File: src/rtl/tx_word_fifo.sv
// Transmit-side circular word buffer feeding the 4-phase synchronizer.
// Presents one word on indata/vi until snt, then returns vi to zero for one cycle.
module tx_word_fifo #(
   parameter int DATA_MSB = 7,
   parameter int ADDR_W   = 3,
   parameter int CNT_W    = 16
) (
   input  logic                clk_tx,
   input  logic                reset,
   input  logic                wr_en,
   input  logic [DATA_MSB:0]   wr_data,
   output logic                full,
   output logic                empty,
   output logic [ADDR_W:0]     count,
   output logic                ovf,
   output logic                spur,
   output logic                vi,
   output logic [DATA_MSB:0]   indata,
   input  logic                snt,
   output logic [CNT_W-1:0]    sent_cnt
);

   localparam int DEPTH = 2 ** ADDR_W;
   localparam logic [ADDR_W:0] DEPTH_C = (ADDR_W + 1)'(DEPTH);
   localparam logic [ADDR_W:0] CNT_ONE = (ADDR_W + 1)'(1);

   typedef enum logic [1:0] {
      IDLE = 2'd0,
      SEND = 2'd1,
      GAP  = 2'd2
   } txState_e;

   txState_e              state_q;
   logic [DATA_MSB:0]     mem_q [DEPTH];
   logic [ADDR_W-1:0]     wrPtr_q, rdPtr_q;
   logic [ADDR_W:0]       count_q, count_d;
   logic                  ovf_q, spur_q, vi_q;
   logic [DATA_MSB:0]     indata_q;
   logic [CNT_W-1:0]      sentCnt_q;
   logic                  wrAccept, pop;

   // full/empty come from the registered count, so a pop cannot make room for a same-cycle write
   assign full     = (count_q == DEPTH_C);
   assign empty    = (count_q == '0);
   assign wrAccept = wr_en && !full;
   assign pop      = (state_q == SEND) && snt;

   always_comb begin
      count_d = count_q;
      if (wrAccept && !pop) begin
         count_d = count_q + CNT_ONE;
      end else if (!wrAccept && pop) begin
         count_d = count_q - CNT_ONE;
      end
   end

   always_ff @(posedge clk_tx) begin
      if (wrAccept) begin
         mem_q[wrPtr_q] <= wr_data;
      end
   end

   always_ff @(posedge clk_tx or posedge reset) begin
      if (reset) begin
         wrPtr_q <= '0;
         count_q <= '0;
         ovf_q   <= 1'b0;
         spur_q  <= 1'b0;
      end else begin
         count_q <= count_d;
         if (wrAccept) begin
            wrPtr_q <= wrPtr_q + ADDR_W'(1);
         end
         if (wr_en && full) begin
            ovf_q <= 1'b1;
         end
         if (snt && (state_q != SEND)) begin
            spur_q <= 1'b1;
         end
      end
   end

   // GAP holds vi low for one cycle so the 4-phase link sees a return-to-zero between words
   always_ff @(posedge clk_tx or posedge reset) begin
      if (reset) begin
         state_q   <= IDLE;
         vi_q      <= 1'b0;
         indata_q  <= '0;
         rdPtr_q   <= '0;
         sentCnt_q <= '0;
      end else begin
         case (state_q)
            IDLE: begin
               vi_q <= 1'b0;
               if (count_q != '0) begin
                  indata_q <= mem_q[rdPtr_q];
                  vi_q     <= 1'b1;
                  state_q  <= SEND;
               end
            end
            SEND: begin
               if (snt) begin
                  vi_q      <= 1'b0;
                  rdPtr_q   <= rdPtr_q + ADDR_W'(1);
                  sentCnt_q <= sentCnt_q + CNT_W'(1);
                  state_q   <= GAP;
               end
            end
            GAP: begin
               vi_q    <= 1'b0;
               state_q <= IDLE;
            end
            default: begin
               vi_q    <= 1'b0;
               state_q <= IDLE;
            end
         endcase
      end
   end

   assign count    = count_q;
   assign ovf      = ovf_q;
   assign spur     = spur_q;
   assign vi       = vi_q;
   assign indata   = indata_q;
   assign sent_cnt = sentCnt_q;

endmodule

File: config.mk
export PLATFORM = sky130hd
export DESIGN_NAME = tx_word_fifo
export DESIGN_NICKNAME = d
export VERILOG_FILES = /design/src/rtl/tx_word_fifo.sv
export SDC_FILE = /design/constraint.sdc
export NUM_CORES = 1
export LEC_CHECK = 0
export CAP_MARGIN = 20
export CORE_MARGIN = 3
export CORE_UTILIZATION = 55
export DETAILED_ROUTE_END_ITERATION = 16
export GPL_TIMING_DRIVEN = 0
export PLACE_DENSITY = 0.78
export SYNTH_ARGS = -nofsm -noshare
export SYNTH_HDL_FRONTEND = slang
export SYNTH_SLANG_ARGS = --single-unit
File: constraint.sdc
create_clock -name clk_tx -period 8.1 [get_ports clk_tx]
set_clock_uncertainty 0.1 [all_clocks]
set_input_delay 2.43 -clock clk_tx [delete_from_list [all_inputs] [get_ports clk_tx]]
set_output_delay 2.43 -clock clk_tx [all_outputs]
set_load 0.02 [all_outputs]
Word-level counts from Yosys, hierarchy flattened
Memory sizes are Yosys's and may differ from the RTL's. A register that Yosys moved wholly into a read port is not among the register bits.
Index checks and enable logic that the tools add are counted.
{"block": "word_totals", "ramBits": 64, "ff_bits": 31, "out_inout_bits": 33, "memories": 1}
{"memory": "mem_q", "words": 8, "width": 8, "rd": 1, "rd_clocked_by_memory_dff": 1, "wr": 1, "line": "34", "rtl": "logic [DATA_MSB:0] mem_q [DEPTH];"}
{"block": "op_classes", "n_eq_ne": 5, "reduce_logical": 16, "add_sub_neg": 5, "muxes": 10}
{"operator": "$add 16x1->16 const B", "count": 1}
{"operator": "$mux 4", "count": 2}
{"operator": "$add 3x1->3 const B", "count": 2}
{"operator": "$logic_and 1x1->1", "count": 6}
{"operator": "$reduce_and 2->1", "count": 3}
{"operator": "$add 4x1->4 const B", "count": 1}
{"operator": "$eq 4x4->1 const B", "count": 1}
{"operator": "$logic_not 4->1", "count": 1}
{"operator": "$mux 1", "count": 4}
{"operator": "$mux 2", "count": 2}
{"operator": "$ne 2x2->1 const B", "count": 2}
{"operator": "$pmux 2 s2", "count": 1}
{"operator": "$reduce_bool 4->1", "count": 1}
{"operator": "$sub 4x1->4 const B", "count": 1}
{"operator": "$logic_not 1->1", "count": 3}
{"operator": "$eq 2x1->1 const B", "count": 1}
{"operator": "$logic_not 2->1", "count": 1}
{"operator": "$ne 2x1->1 const B", "count": 1}
{"operator": "$pmux 1 s2", "count": 1}
{"operator": "$reduce_bool 2->1", "count": 1}

Longest topological paths before layout
{"block": "logic_depth", "word_depth": 7, "ltp_mapped": 10, "depth_no_buf": 10}

Worst setup path before layout
No wires, ideal clock.
{"block": "synth_timing", "kind": "input-to-reg", "start": "in wr_en", "end": "reg count_q[3], in the netlist count[3]", "required_time_ns": 7.874, "path_slack_ns": 3.626, "setup_time_ns": 0.126, "path_buffers": 1, "cell_stages": 9, "arrival_ns": 4.248, "cell_sequence": "nor2b_1 > clkbuf_1 > ha_1 > inv_1 > ha_1 > a21o_1 > a2111oi_0 > a31oi_1 > a221o_1"}
{"block": "synth_via", "elab_chain_len": 4, "word_cells_on_any_way": 6}
{"item": "start: declaration", "line": "10", "rtl": "input logic wr_en,"}
{"item": "$logic_and 1x1->1 (*)", "line": "45", "rtl": "assign wrAccept = wr_en && !full;"}
{"item": "via wrAccept", "line": "40", "rtl": "logic wrAccept, pop;"}
{"item": "$logic_not 1->1", "line": "52", "rtl": "end else if (!wrAccept && pop) begin"}
{"item": "$logic_and 1x1->1", "line": "52"}
{"item": "$reduce_bool 2->1 (no line)"}
{"item": "end signal: assignment", "line": "70", "rtl": "count_q <= count_d;"}
{"item": "end: declaration", "line": "36", "rtl": "logic [ADDR_W:0] count_q, count_d;"}
Mark *: on every way through the listed nets, which the timed path passes. The rest lies on a longest branch.
A chain may end at the register's enable or synchronous reset.

Final worst setup path
{"block": "layout_timing", "start": "in snt", "end": "reg count_q[3], in the netlist count[3]"}
{"block": "layout_via", "elab_chain_len": 4, "word_cells_on_any_way": 6}
{"item": "start: declaration", "line": "19", "rtl": "input logic snt,"}
{"item": "$logic_and 1x1->1 (*)", "line": "46", "rtl": "assign pop = (state_q == SEND) && snt;"}
{"item": "$logic_not 1->1", "line": "50", "rtl": "if (wrAccept && !pop) begin"}
{"item": "$logic_and 1x1->1", "line": "50"}
{"item": "$mux 4 or $reduce_bool 2->1 (tied branches)"}
Mark *: on every way between the ends. The rest lies on a longest branch, timed or not.

==> summary.txt <==
Synth
  – Synth warn: 0
  – Synth Area in XOR/XNOR: roughly 4.3%
  – Post-Synthesis Cell Area: 0.00425 mm²
  – Most used DFF post-synth: edfxtp_1
  – Simple-gate share of the synthesized area: 10.3%
  – Seq/Total Area, Yosys: 68.2%
  – Post-synth EDFFs: 64
  – Unique masters post-synth: 44
  – Post-synthesis register bit count: 103
  – Syn Area/Cell: 14.9 µm²
  – Fraction of registers with async set/reset: 37.9%
  – Synth Area in Adders: 2.24%
  – Post-synthesis mux area share: a little under a tenth
  – Compound-Gate Fraction of Synth Area: under 10%
  – Main combinational cell family by area after synthesis: simple AND/OR/NAND/NOR gates
  – Post-Syn Nets: 304
  – Post-Syn Instances: 285

Power
  – PwrDens: 349 mW/mm²
  – Pleak: 1.93 nW
  – Switching power total: 0.000614 W
  – Maximum VDD drop: 0.000136 V
  – Pwr Total: roughly 0.0018 W
  – Cell Int Power: 0.00115 W
  – Comb power frac: around 37%
  – Proportion of power drawn by the clock network: about a fifth
  – Switching share of power: 34.9%
  – Sequential share of power: 44.1%

Timing
  – Final min period: 4.81 ns
  – RSZ-0062 raised after global routing: no
  – Setup Total Neg Slack: 0 ns
  – Hold slack: 0.360 ns
  – Max Clk Rate: 208 MHz
  – Relative slew slack: between 30% and 40%
  – Slew @ Worst Pin: 0.933 ns
  – Final hold vios: 0
  – Final-report setup violation count: 0
  – Slew Viols, Final: 0
  – Final worst-path cycle share: 59.4%

Min path
  – WHS Path Cells: 1
  – Hold Path Class: flip-flop to flip-flop

GRT
  – All-layer global routing usage: between 10% and 20%
  – Vias in the first global route: ~2400
  – Largest net degree at the start of global routing: 40
  – Remaining Overflow, GRT: 0
  – Global-route wire length before repair: 12300 µm
  – Initial antenna violation count: 0

Die
  – Die W: 93.9 µm
  – I/O Pins: between 40 and 50
  – Die Span Y: 93.9 µm
  – Row count: 31
  – Core area: 0.00737 mm²
  – Die ar.: 0.00881 mm²
  – Initial Utilization: 57.6%

Worst setup path
  – Critical path endpoint: count[3]
  – Kind of critical path: primary input to flip-flop
  – Max FO, Critical Path: 9
  – Worst r2r dst: count[3]
  – Worst setup SP type: primary input
  – CP startpoint: snt
  – Worst R2R Start: count[0]
  – CP endpoint kind: flip-flop
  – Reg2Reg Depth: 10
  – R2R Setup Slk: 5.06 ns
  – CP required: 8.24 ns
  – WP data arrival: 4.95 ns

Placed design
  – HPWL Detailed: 5210 µm
  – Dpl cells: 430
  – Port Buf Inserts: 44
  – GP Congestion: roughly 0.77
  – Area after DPL: slightly below 0.005 mm²

CTS
  – # resized after CTS: 0
  – Total CTS buffers: 9
  – CTS root buf: clkbuf_8
  – H-tree depth: 3
  – Clock Sink Count: ~100
  – CTS tree: yes
  – Buffer count from post-CTS setup fixing: 0
  – Clock Path Buffers: 2
  – Clock latency on the worst-skew pair: 0.35 ns
  – Clock Pin Slew Worst Setup and Hold Paths: 0.09 ns
  – Cts hold-fix bufs: 0

Cells and area
  – Layout cells sized above 1: between 9 and 10%
  – Non-Filler Instances: 446
  – Antenna cells: 0
  – Fin nets: roughly 360
  – Design area: 0.00504 mm²
  – Synth-to-Final Area Change: 18.7%

Drt
  – Via Count: 2441
  – WL final: 7460 µm
  – ANT nets after route: 0
  – Pre-antenna DRT Iters: 4
  – Wirelength per Cell: approximately 17 µm
  – DRC errors left: 0
  – DRT iter0 DRCs: about 210
  – Routed vias/inst: 5.47

Run
  – Max Cap Viol: 0

Outcome
  – Status: complete, no violations
[cells in the mapped netlist (3+ instances only)]
master    count  area [µm²]
edfxtp_1     64        1920
dfrtp_1      39         976
mux2i_1      32         320
nand2_1      32         120
xnor2_1      16         140
a22oi_1      12        90.1
nand3_1      11        55.1
nor2_1        9        33.8
ha_1          6        75.1
nor3_1        5        25.0
xor2_1        5        43.8
nand4_1       4        25.0
a21o_1        3        22.5
a21oi_1       3        15.0
clkbuf_1      3        11.3
inv_1         3        11.3
nand2b_1      3        18.8
nor2b_1       3        18.8
[flip-flops by register name, summed over array words and instances, names as in the netlist]
name / cells
mem_q: 64
sent_cnt: 16
indata: 8
count: 4
rdPtr_q: 3
wrPtr_q: 3
state_q: 2
ovf: 1
spur: 1
vi: 1
[cells by family (layout without fill, tap and decap cells)]
logic type,after synthesis,count (layout)
mux,36,36
compound gates,25,25
xor+xnor,21,21
flops,103,103
simple gates,81,81
buf+inv,12,74
fa+ha+maj,7,7
[final cells by class]
class                      instances  area, µm²
buffer                             8       47.5
clock buffer                      15        209
clock inverter                     1       6.26
fill                             518       2330
inverter                           4       20.0
multi-input combinational        170       1280
sequential                       103       2900
tap                               99        124
timing repair buffer              46        453
[routing by layer]
layer | up-vias | routed length (µm) | global-route usage [%]
met4 | 0 | 113 | 6.50
met3 | 10 | 387 | 4.01
met1 | 1193 | 3450 | 27.0
met2 | 69 | 3510 | 27.6
li1 | 1169 | - | -
met5 | - | 0 | 0
[worst max-delay path, cell delays in order]
cell,delay (ns)
clkdlybuf4s50_1,0.48
inv_1,0.12
nor2_8,0.20
inv_6,0.08
ha_1,0.22
inv_1,0.16
ha_1,0.26
a21o_1,0.20
a2111oi_0,0.40
a31oi_1,0.08
a221o_1,0.32
[through the flow]
stage          utilization (%)  worst slack (ns)
3_5_place_dp              65.4              2.94
5_1_grt                   68.4              3.18
6_report                  68.4              3.29
4_1_cts                   68.4              3.31
2_1_floorplan                -              3.63
3_3_place_gp              65.3              2.98
[layout by cell type, fill, tap and decap left out, drive strengths merged]
cell	n
nor4b	1
nor2b	3
a22oi	12
a31oi	1
dfrtp	39
nand2b	4
buf	7
nor2	10
or3	1
nor4	2
xnor2	16
fa	1
nand4	4
nand2	32
a221o	1
xor2	5
or2	2
mux2	2
mux4	2
nor3	7
o21ai	3
ha	6
a21o	3
and3	1
and4	2
and2	1
mux2i	32
a21oi	3
inv	5
a2111oi	1
nand3	11
edfxtp	64
clkdlybuf4s50	44
a21boi	1
clkbuf	18
[worst min path at each step]
stage,from,end,slack [ns]
final,ovf,ovf,0.36
after global routing,spur,spur,0.38
after CTS,ovf,ovf,0.37
after detailed placement,ovf,ovf,0.34
after global placement,spur,spur,0.34
after floorplan,state_q[1],state_q[0],0.36
[power groups by stage]
stage	combinational (W)	sequential (W)	clock (W)
2_1_floorplan	0.000381	0.000828	0
3_3_place_gp	0.000637	0.000780	0
3_5_place_dp	0.000658	0.000787	0
4_1_cts	0.000659	0.000776	0.000335
5_1_grt	0.000717	0.000791	0.000359
6_report	0.000653	0.000775	0.000331
Note: power is estimated with default switching activity, not from simulation.
